==> src/rtl/uart_tx.sv <==
// uart_tx: byte-wide UART transmitter, 8N1, LSB first, idle-high TXD.
// A one-byte holding register decouples core logic from the shifter; the
// host's active-low CTS# gates only the start of each frame.
// Optional feature: define UART_TX_PARITY_EN to insert an even-parity bit
// between the last data bit and the stop bit (8E1 framing).
//
// Handshake: a byte is taken on any rising edge where tx_data_ready=1 and
// tx_busy=0; tx_busy mirrors the registered hold_valid flag, so an offer made
// while tx_busy=1 is silently dropped and the edge that empties the holding
// register can never also fill it.
module uart_tx #(
    parameter int CLK_FREQ = 12000000,
    parameter int BAUD     = 115200
) (
    input  logic       clk,
    input  logic       reset,
    input  logic [7:0] tx_data,
    input  logic       tx_data_ready,
    input  logic       cts,
    output logic       tx,
    output logic       tx_busy,
    output logic       tx_done
);

    localparam int CLKS_PER_BIT = CLK_FREQ / BAUD;
    localparam int CW = (CLKS_PER_BIT > 1) ? $clog2(CLKS_PER_BIT) : 1;
    localparam logic [CW-1:0] CNT_LAST = CW'(CLKS_PER_BIT - 1);
    localparam logic [CW-1:0] CNT_PRE  = CW'(CLKS_PER_BIT - 2);

    typedef enum logic [2:0] {
        IDLE,
        START,
        DATA,
`ifdef UART_TX_PARITY_EN
        PARITY,
`endif
        STOP
    } state_t;

    state_t        state;
    logic [CW-1:0] cnt;
    logic [7:0]    hold;
    logic          hold_valid;
    logic [7:0]    shifter;
    logic [2:0]    bit_idx;
    logic          cts_meta;
    logic          cts_sync;
    logic          cts_ok;
    logic          start_frame;
`ifdef UART_TX_PARITY_EN
    logic          parity_bit;
`endif

    assign cts_ok  = ~cts_sync;
    assign tx_busy = hold_valid;

    // A new frame starts from IDLE, or straight out of the last stop-bit
    // cycle so back-to-back bytes leave no idle gap on the line.
    assign start_frame = hold_valid && cts_ok &&
                         ((state == IDLE) || ((state == STOP) && (cnt == CNT_LAST)));

    // Two-flop synchroniser for the asynchronous CTS# input; resets to
    // "not clear" so nothing is sent until the host is seen asserting it.
    always_ff @(posedge clk) begin
        if (reset) begin
            cts_meta <= 1'b1;
            cts_sync <= 1'b1;
        end else begin
            cts_meta <= cts;
            cts_sync <= cts_meta;
        end
    end

    // Holding register: filled by the handshake, emptied when a frame starts.
    always_ff @(posedge clk) begin
        if (reset) begin
            hold       <= 8'h00;
            hold_valid <= 1'b0;
        end else if (start_frame) begin
            hold_valid <= 1'b0;
        end else if (tx_data_ready && !hold_valid) begin
            hold       <= tx_data;
            hold_valid <= 1'b1;
        end
    end

    // Frame FSM with baud counter; tx and tx_done are registered here.
    always_ff @(posedge clk) begin
        if (reset) begin
            state   <= IDLE;
            cnt     <= '0;
            tx      <= 1'b1;
            tx_done <= 1'b0;
            shifter <= 8'h00;
            bit_idx <= 3'd0;
`ifdef UART_TX_PARITY_EN
            parity_bit <= 1'b0;
`endif
        end else begin
            tx_done <= 1'b0;
            case (state)
                IDLE: begin
                    tx  <= 1'b1;
                    cnt <= '0;
                    if (start_frame) begin
                        state   <= START;
                        tx      <= 1'b0;
                        shifter <= hold;
                        bit_idx <= 3'd0;
`ifdef UART_TX_PARITY_EN
                        parity_bit <= ^hold;
`endif
                    end
                end
                START: begin
                    if (cnt == CNT_LAST) begin
                        cnt   <= '0;
                        state <= DATA;
                        tx    <= shifter[0];
                    end else begin
                        cnt <= cnt + 1'b1;
                    end
                end
                DATA: begin
                    if (cnt == CNT_LAST) begin
                        cnt <= '0;
                        if (bit_idx == 3'd7) begin
`ifdef UART_TX_PARITY_EN
                            state <= PARITY;
                            tx    <= parity_bit;
`else
                            state <= STOP;
                            tx    <= 1'b1;
`endif
                        end else begin
                            bit_idx <= bit_idx + 3'd1;
                            shifter <= shifter >> 1;
                            tx      <= shifter[1];
                        end
                    end else begin
                        cnt <= cnt + 1'b1;
                    end
                end
`ifdef UART_TX_PARITY_EN
                PARITY: begin
                    if (cnt == CNT_LAST) begin
                        cnt   <= '0;
                        state <= STOP;
                        tx    <= 1'b1;
                    end else begin
                        cnt <= cnt + 1'b1;
                    end
                end
`endif
                STOP: begin
                    if (cnt == CNT_LAST) begin
                        cnt <= '0;
                        if (start_frame) begin
                            state   <= START;
                            tx      <= 1'b0;
                            shifter <= hold;
                            bit_idx <= 3'd0;
`ifdef UART_TX_PARITY_EN
                            parity_bit <= ^hold;
`endif
                        end else begin
                            state <= IDLE;
                        end
                    end else begin
                        cnt <= cnt + 1'b1;
                        // Raise tx_done so it is visible during the final stop cycle.
                        if (cnt == CNT_PRE) tx_done <= 1'b1;
                    end
                end
                default: begin
                    state <= IDLE;
                    tx    <= 1'b1;
                    cnt   <= '0;
                end
            endcase
        end
    end

endmodule

==> config.mk <==
export PLATFORM = sky130hd
export DESIGN_NAME = uart_tx
export DESIGN_NICKNAME = d
export VERILOG_FILES = /design/src/rtl/uart_tx.sv
export SDC_FILE = /design/constraint.sdc
export NUM_CORES = 1
export LEC_CHECK = 0
export BUFFER_PORTS_ARGS = -buffer_cell sky130_fd_sc_hd__buf_2
export CORE_MARGIN = 4
export CORE_UTILIZATION = 50
export DETAILED_ROUTE_END_ITERATION = 12
export PLACE_DENSITY = 0.71
export SLEW_MARGIN = 20
export SYNTH_ARGS = -nofsm -noshare
export SYNTH_HDL_FRONTEND = slang
export SYNTH_SLANG_ARGS = --single-unit
==> constraint.sdc <==
create_clock -name clk -period 4.2 [get_ports clk]
set_input_delay 1.26 -clock clk [delete_from_list [all_inputs] [get_ports clk]]
set_output_delay 1.26 -clock clk [all_outputs]
set_load 0.05 [all_outputs]
== After elaboration in Yosys (flattened, before gate mapping) ==
Cells that the tools add are included.

* Bitwise operators: 4
* Muxes and demuxes: 25
* Div/mod/pow operators: 0
* Shifts and indexed selects: 0
* Reduce and logical (&&, ||, !) cells: 16
* Add/sub/neg operators: 2
* Eq/ne operators: 13
* Magnitude comparators: 0
* Multipliers: 0

{| class="wikitable"
|+ Operator list
! kind !! count
|-
| 8-bit 2-to-1 mux || 4
|-
| 3-bit 2-to-1 mux || 9
|-
| 8-bit one-hot mux with 3 select lines || 1
|-
| 7-bit == test (second input constant) || 2
|-
| 2-bit != test (second input constant) || 6
|-
| 3-bit one-hot mux with 4 select lines || 1
|-
| 3-bit one-hot mux with 3 select lines || 1
|-
| 3-bit OR reduction || 3
|-
| 1-bit 2-to-1 mux || 8
|-
| 4-bit AND reduction || 2
|-
| 7-bit by 1-bit adder with 7-bit output (second input constant) || 1
|-
| 3-bit by 2-bit == test with 1-bit output (second input constant) || 2
|-
| 5-bit AND reduction || 1
|-
| 1-bit logical AND || 4
|-
| 1-bit NOT || 4
|-
| 1-bit one-hot mux with 4 select lines || 1
|-
| 3-bit by 1-bit adder with 3-bit output (second input constant) || 1
|-
| 3-bit by 1-bit == test with 1-bit output (second input constant) || 1
|-
| 3-bit == test (second input constant) || 1
|-
| 3-bit logical NOT || 1
|-
| 3-bit nonzero test || 1
|-
| 2-bit by 1-bit != test with 1-bit output (second input constant) || 1
|-
| 2-bit AND reduction || 1
|-
| 2-bit OR reduction || 1
|-
| 2 further kinds || 2
|}

* Memories kept: 0
* Memory bits (writable): 0
* Logic and storage cells: 70
* Bits in latches: 0
* Bits of input ports: 12
* Flip-flop bits (word level): 34
* Output and inout bits: 3
* Memory bits (read-only): 0

== Depth between registers and ports, before layout ==
Gate-level depths: netlist (run 1).

* Depth in word-level cells: 7
* Gate-level depth with buffers: 8
* Mapped depth without buffers: 6

== Worst setup path after synthesis (run 1) ==
OpenSTA, ideal clock, no wires.

* Path kind: input -> register
* Start point: input port reset
* End point: register cnt[2]
* Stages on the path: 3
* Data required time: 4.068 ns
* Buffers on the path: 2
* Setup time: 0.132 ns
* Data arrival time: 1.845 ns
* Path slack: 2.224 ns
* Cells stage by stage: clkbuf_1 clkbuf_1 nor3_1

* Longest elaborated chain between the ends: 1

{| class="wikitable"
|+ Ends and longest elaborated chain
! item !! line !! text
|-
| start: declaration || 16 || <nowiki>input logic reset,</nowiki>
|-
| 3-bit OR reduction (no line) || -- ||
|-
| end signal: assignment || 121 || <nowiki>cnt <= cnt + 1'b1;</nowiki>
|-
| end signal: assignment || 141 || <nowiki>cnt <= cnt + 1'b1;</nowiki>
|-
| end signal: assignment || 170 || <nowiki>cnt <= cnt + 1'b1;</nowiki>
|-
| end: declaration || 41 || <nowiki>logic [CW-1:0] cnt;</nowiki>
|}

No other way between the ends.
A chain may end at the register's enable or synchronous reset.

== Worst setup path after layout (run 1) ==
* Start point: register state[0]
* End point: register shifter[2]

* Longest elaborated chain between the ends: 7
* Elaborated cells between the ends (all ways): 14
* Classes of those cells: 5 x eq/ne; 3 x mux; 6 x reduce/logical

{| class="wikitable"
|+ Ends and longest elaborated chain
! item !! line !! text
|-
| start: declaration || 40 || <nowiki>state_t state;</nowiki>
|-
| start signal: assignment || 90 || <nowiki>state <= IDLE;</nowiki>
|-
| start signal: assignment || 106 || <nowiki>state <= START;</nowiki>
|-
| start signal: assignment || 118 || <nowiki>state <= DATA;</nowiki>
|-
| 3-bit by 2-bit == test with 1-bit output || 60, 101 ||
|-
| 1-bit logical AND || 60 || <nowiki>((state == IDLE) || ((state == STOP) && (cnt == CNT_LAST)));</nowiki>
|-
| 1-bit logical OR || 60 ||
|-
| 1-bit logical AND || 59 || <nowiki>assign start_frame = hold_valid && cts_ok &&</nowiki>
|-
| 8-bit 2-to-1 mux (2 in a row) || -- ||
|-
| 8-bit one-hot mux with 3 select lines || 101 || <nowiki>case (state)</nowiki>
|-
| end signal: assignment || 108 || <nowiki>shifter <= hold;</nowiki>
|-
| end signal: assignment || 137 || <nowiki>shifter <= shifter >> 1;</nowiki>
|-
| end signal: assignment || 161 || <nowiki>shifter <= hold;</nowiki>
|-
| end: declaration || 44 || <nowiki>logic [7:0] shifter;</nowiki>
|}

Parallel ways exist; a longest one is shown, timed or not. The select of a mux whose other input is x is not followed.

==> metrics.md, run 1 <==
| Metric | Value |
|---|---|
| Status | `completed` |
| Fillers | `338` |
| Avg Cell Area, Syn | `9.134 sq um` |
| Via count | `about 1.4k` |
| Post-layout util | `55.88%` |
| Post-CTS Setup Bufs | `0` |
| Root buffer cell | `clkbuf_4` |
| Multi-input logic area | `0.001017 sq mm` |
| Synth Register Bits | `33` |
| Register area | `roughly 660 sq um` |
| # port buffers | `14` |
| Initial antenna violation count | `0` |
| Clock Latency Late Sink | `roughly 330 ps` |
| # setup viols final | `0` |
| Slew HR | `between 30 and 40%` |
| Total Nets Final | `224` |
| Final hold viol count | `0` |
| Pins over their slew limit | `0` |
| CTS-repair resized insts | `0` |
| Max-cap viol count | `0` |
| Cell Rows | `21` |
| Area growth, synth to finish | `6.600%` |
| Largest net degree at the start of global routing | `43` |
| Final ANT Viol Nets | `0` |
| Syn_nets | `215` |
| CTS tree | `built` |
| FF-to-FF path depth | `6` |
| Post-synth cell types | `40` |
| First-pass GRT wire length | `6099 microns` |
| Average wire per standard cell | `approximately 14 microns` |
| Setup TNS | `0 ps` |
| Crit-path max FO | `17` |
| Final Power | `roughly 690 uW` |
| H-tree depth | `2` |
| Top FF cell, synth | `dfxtp_1` |
| Slew @ Worst Pin | `roughly 900 ps` |
| Slowest Stage Delay on Critical Path | `between 700 and 800 ps` |
| Bufs and invs on worst path | `1` |
| Max Clock Freq | `424.6 MHz` |
| Total CTS buffers | `5` |
| Critical path depth | `6` |
| Cell Chain, Critical Path | `inv_1 -> ha_1 -> nand4bb_1 -> nor3_4 -> a22oi_1 -> o22ai_1` |
| Fin crit share | `between 50 and 60%` |
| Worst EP arrival | `2610 ps` |
| RSZ-0062 raised after global routing | `false` |
| Vias per cell | `5.484` |
| Hold path endpoint | `cts_sync` |
| Clock transition at path regs | `100 ps` |
| Yosys warns | `0` |
| Clock sink count | `33` |
| R2R Path End | `shifter[2]` |
| Full die area | `0.004540 sq mm` |
| Final min period | `~2400 ps` |
| Sequential share of the synthesized area | `between 30% and 40%` |
| Synthesized cell area | `between 0.0015 and 0.002 sq mm` |
| CP Launch Point | `state[0]` |
| IO Pins | `15` |
| R2R setup slack | `~1800 ps` |
| Largest area contributor in the netlist | `dfxtp_1` |
| GR Overflow Total | `0` |
| Layout cells sized above 1 | `about an eighth` |
| DR iter-0 viols | `53` |
| Post-synth EDFFs | `0` |
| DRT Pass-1 Iters | `4` |
| Hold Path Origin | `cts_meta` |
| Async SR Flop Fraction | `0%` |
| Die Span Y | `slightly below 70 microns` |
| Worst EP required | `4450 ps` |
| Final HPWL DP | `roughly 2400 microns` |
| Top cell type's share of synthesized area | `~37%` |
| Syn Inst Count | `193` |
| PwrDens | `between 300 and 400 mW/mm^2` |
| Min-delay worst type | `reg -> reg` |
| Critical path's top delay family | `simple AND/OR/NAND/NOR gates` |
| Number of global-route vias before repair | `~1.3k` |
| Total GRT Usage | `18.10%` |
| Leakage | `roughly 0.70 nW` |
| Crit-path slowest cell | `ha_1` |
| CTS Hold Bufs | `0` |
| Reg2reg start | `state[0]` |
| Core Region | `0.003363 sq mm` |
| Min-Delay Path Depth | `1` |
| Clock tree buffer depth | `2` |
| Worst VDD drop | `~0.20 mV` |
| CP startpoint kind | `flop` |
| GP Congestion | `approximately 0.8` |
| Routed wire length | `3502 microns` |
| Synth top area cells | `dfxtp_1 37%, mux2i_1 9.7%, ha_1 7.1%` |
| Worst clock skew | `8.416 ps` |
| Detailed-route DRC error count | `0` |
| Worst setup EP type | `flop` |
| Die Span X | `between 60 and 70 microns` |
| Kind of critical path | `reg -> reg` |
| # diodes | `0` |
| Starting Density | `between 50% and 60%` |
[registers in the layout, summed over array words and instances, names as in the netlist]
name	cells
tx_done	1
cts_sync	1
cts_meta	1
bit_idx	3
hold	8
shifter	8
state	2
tx_busy	1
tx	1
cnt	7
[synth_stat cells, drive strengths merged (3+ instances only)]
cell,instances
nand3,4
dfxtp,33
a21oi,3
o22ai,8
nand2b,13
o21ai,5
nand2,8
clkbuf,5
buf,7
xor2,3
inv,5
a32o,3
a21o,3
mux2i,17
nor2b,3
a22oi,6
ha,10
nor2,25
nor3,11
[cell usage in the layout (no fill, tap or decap), drive strengths merged]
cell type and count:
a21o 3, a21oi 3, a221oi 1, a22oi 6, a31oi 1, a32o 3
and2 1, and3 2, and3b 1, and4bb 1, buf 14, clkbuf 7
dfxtp 33, ha 10, inv 5, mux2i 17, nand2 8, nand2b 13
nand3 4, nand3b 2, nand4 1, nand4b 1, nand4bb 2, nor2 25
nor2b 3, nor3 11, o211ai 1, o21ai 5, o22ai 8, o31ai 1
o32ai 1, or2 2, or3 1, xnor2 2, xor2 3
[report_power, final]
group	internal (mW)	switching, mW
registers	0.328	0.0128
clock network	0.0790	0.102
logic	0.0644	0.106
total	0.472	0.221
[metrics by stage]
stage,worst slack (ps),cell area [sq um],instances,hold WS [ps]
2_1_floorplan,2224,1763,193,389.5
3_3_place_gp,1739,1824,241,393.4
3_5_place_dp,1660,1824,241,395.3
4_1_cts,1882,1879,248,417.3
5_1_grt,1668,1879,248,445.9
6_report,1845,1879,248,416.5
[area by class of cell]
| class | count | area share, % |
|---|---|---|
| tap | 46 | 3.063 |
| inverter | 5 | 0.9987 |
| clock buffer | 7 | 2.929 |
| multi-input combinational | 143 | 54.13 |
| timing repair buffer | 14 | 3.728 |
| sequential | 33 | 35.15 |
[per-layer routing]
layer	wire length [microns]	part of all wire [%]	GRT usage, %
met5	0	0	0
met4	57	1.6	8.861
met3	131	3.7	4.493
met2	1636	47	29.20
met1	1677	48	22.42
[worst max path at each step]
| stage | to |
|---|---|
| global placement | hold[7] |
| CTS | shifter[2] |
| detailed placement | hold[5] |
| finish | shifter[2] |
| floorplan | cnt[2] |
| global route | shifter[0] |
[kinds of logic (layout without fill, tap and decap cells)]
| logic type | after synthesis | count (layout) | synth area share, % |
|---|---|---|---|
| mux | 17 | 17 | 9.652 |
| flops | 33 | 33 | 37.47 |
| xor+xnor | 5 | 5 | 2.484 |
| fa+ha+maj | 10 | 10 | 7.097 |
| simple gates | 78 | 78 | 24.13 |
| buf+inv | 17 | 26 | 4.826 |
| compound gates | 33 | 33 | 14.34 |
Power figures use the tool's default switching activity.
==> inputs of run 2 (changes only) <==
- PLACE_DENSITY: 0.71 -> 0.73
- clock period: 4.2 -> 1.9 ns (I/O delays scaled with it)
==> metrics.md, run 2 (same netlist as run 1, synthesis figures left out) <==
| Metric | Value |
|---|---|
| Status | `completed` |
| Kind of critical path | `reg -> reg` |
| Bufs and invs on worst path | `1` |
| Critical Path Most Common Cell | `ha_1` |
| Worst setup EP type | `flop` |
| Largest net degree at the start of global routing | `34` |
| First-pass GRT wire length | `roughly 6000 microns` |
| Slew HR | `about 66%` |
| Full die area | `roughly 0.0045 sq mm` |
| Clock Latency Late Sink | `350 ps` |
| Clock sink count | `33` |
| # port buffers | `14` |
| # diodes | `0` |
| Slowest Stage Delay on Critical Path | `340 ps` |
| Min-delay worst type | `in -> reg` |
| Total GRT Usage | `18.06%` |
| Root buffer cell | `clkbuf_4` |
| DRT Pass-1 Iters | `4` |
| Die Span X | `between 60 and 70 microns` |
| PwrDens | `a little over 800 mW/mm^2` |
| Vias per cell | `around 5.5` |
| Layout cells sized above 1 | `18.57%` |
| Clock transition at path regs | `approximately 110 ps` |
| Worst EP required | `2160 ps` |
| Max Clock Freq | `about 550 MHz` |
| Fin crit share | `approximately 96%` |
| Register area | `around 660 sq um` |
| Crit-path max FO | `10` |
| Final min period | `roughly 1800 ps` |
| Detailed-route DRC error count | `0` |
| Worst clock skew | `~12 ps` |
| CP startpoint kind | `flop` |
| Slew @ Worst Pin | `between 500 and 600 ps` |
| Final hold viol count | `0` |
| Routed wire length | `between 3000 and 4000 microns` |
| Cell Rows | `21` |
| Core Region | `0.003363 sq mm` |
| Clock tree buffer depth | `2` |
| Multi-input logic area | `around 0.0010 sq mm` |
| H-tree depth | `2` |
| Total Nets Final | `between 200 and 250` |
| RSZ-0062 raised after global routing | `false` |
| Area growth, synth to finish | `11.36%` |
| Post-layout util | `around 58%` |
| Final ANT Viol Nets | `0` |
| Pins over their slew limit | `0` |
| Cell Chain, Critical Path | `ha_1 -> ha_1 -> a21o_2 -> nor3_4 -> buf_4 -> a22oi_1 -> o22ai_1` |
| Via count | `about 1.4k` |
| GP Congestion | `around 0.85` |
| Max-cap viol count | `0` |
| Reg2reg start | `bit_idx[0]` |
| Initial antenna violation count | `0` |
| CP Launch Point | `bit_idx[0]` |
| Setup TNS | `0 ps` |
| Crit-path slowest cell | `dfxtp_1` |
| IO Pins | `15` |
| Final Power | `1.612 mW` |
| Largest registers | `hold: 8 flops, shifter: 8 flops, cnt: 7 flops` |
| Die Span Y | `just under 70 microns` |
| CTS tree | `built` |
| Worst EP arrival | `2080 ps` |
| Fillers | `310` |
| Commonest non-fill, non-tap cell in the layout | `dfxtp_1` |
| Average wire per standard cell | `14.46 microns` |
| GR Overflow Total | `0` |
| Critical path's top delay family | `compound AO/OA/AOI/OAI gates` |
| Hold Path Origin | `cts` |
| Hold WS | `418.2 ps` |
| Final HPWL DP | `2630 microns` |
| # setup viols final | `0` |
| DR iter-0 viols | `89` |
| Leakage | `between 0.7 and 0.8 nW` |
| Number of global-route vias before repair | `between 1k and 1.5k` |
| Starting Density | `52.42%` |
| Worst VDD drop | `0.4412 mV` |
| Total CTS buffers | `5` |
| Most frequent cells in the layout | `32 x dfxtp_1, 25 x nor2_1, 17 x mux2i_1, 14 x buf_2, 13 x nand2b_1` |
==> run 2: final cells by class <==
type | instances | share of cell area, %
clock buffers | 7 | 3.314
clock inverters | 1 | 0.2549
inverters | 5 | 0.9560
multi-input cells | 144 | 52.96
flip-flops and latches | 33 | 33.72
well taps | 46 | 2.932
repair buffers | 20 | 5.864
==> run 2: worst reg2reg max path, cell delays in order, from the launching register on <==
cell	delay, ps
dfxtp_1	340
ha_1	200
ha_1	230
a21o_2	330
nor3_4	180
buf_4	180
a22oi_1	100
o22ai_1	170
==> run 2: final timing paths <==
check                             endpoint  slack, ps  cells past startpoint
worst min-delay path              cts_meta        420                      2
worst max-delay path            shifter[5]         80                      7
worst min register to register    cts_sync        420                      1
worst max register to register  shifter[5]         80                      7
==> run 2: per-stage QoR <==
step	worst slack, ps	instances	instance area, sq um
detailed placement	61.52	246	1862
global placement	187.4	246	1862
floorplan	255.0	193	1763
global route	17.05	256	1963
CTS	31.39	254	1932
finish	82.97	256	1963
==> run 2: power breakdown <==
| group | switching [mW] | internal [mW] | total, mW | leakage (nW) |
|---|---|---|---|---|
| clock network | 0.244 | 0.214 | 0.458 | 0.0413 |
| logic | 0.242 | 0.154 | 0.396 | 0.427 |
| registers | 0.0302 | 0.728 | 0.758 | 0.269 |
| total | 0.516 | 1.10 | 1.61 | 0.737 |
==> run 2: metal layers <==
layer / share of wire [%] / vias up / GRT usage (%)
met3: 4.7 / 9 / 6.489
met1: 44 / 647 / 20.14
met5: 0 / - / 0
met2: 49 / 37 / 29.94
li1: - / 714 / -
met4: 2.2 / 0 / 9.620
==> run 2: what timing repair did <==
action | CTS | global route
hold buffers | 0 | 0
buffers inserted | 0 | 1
resized for setup | 0 | 4
endpoints found under the setup margin | 0 | 10
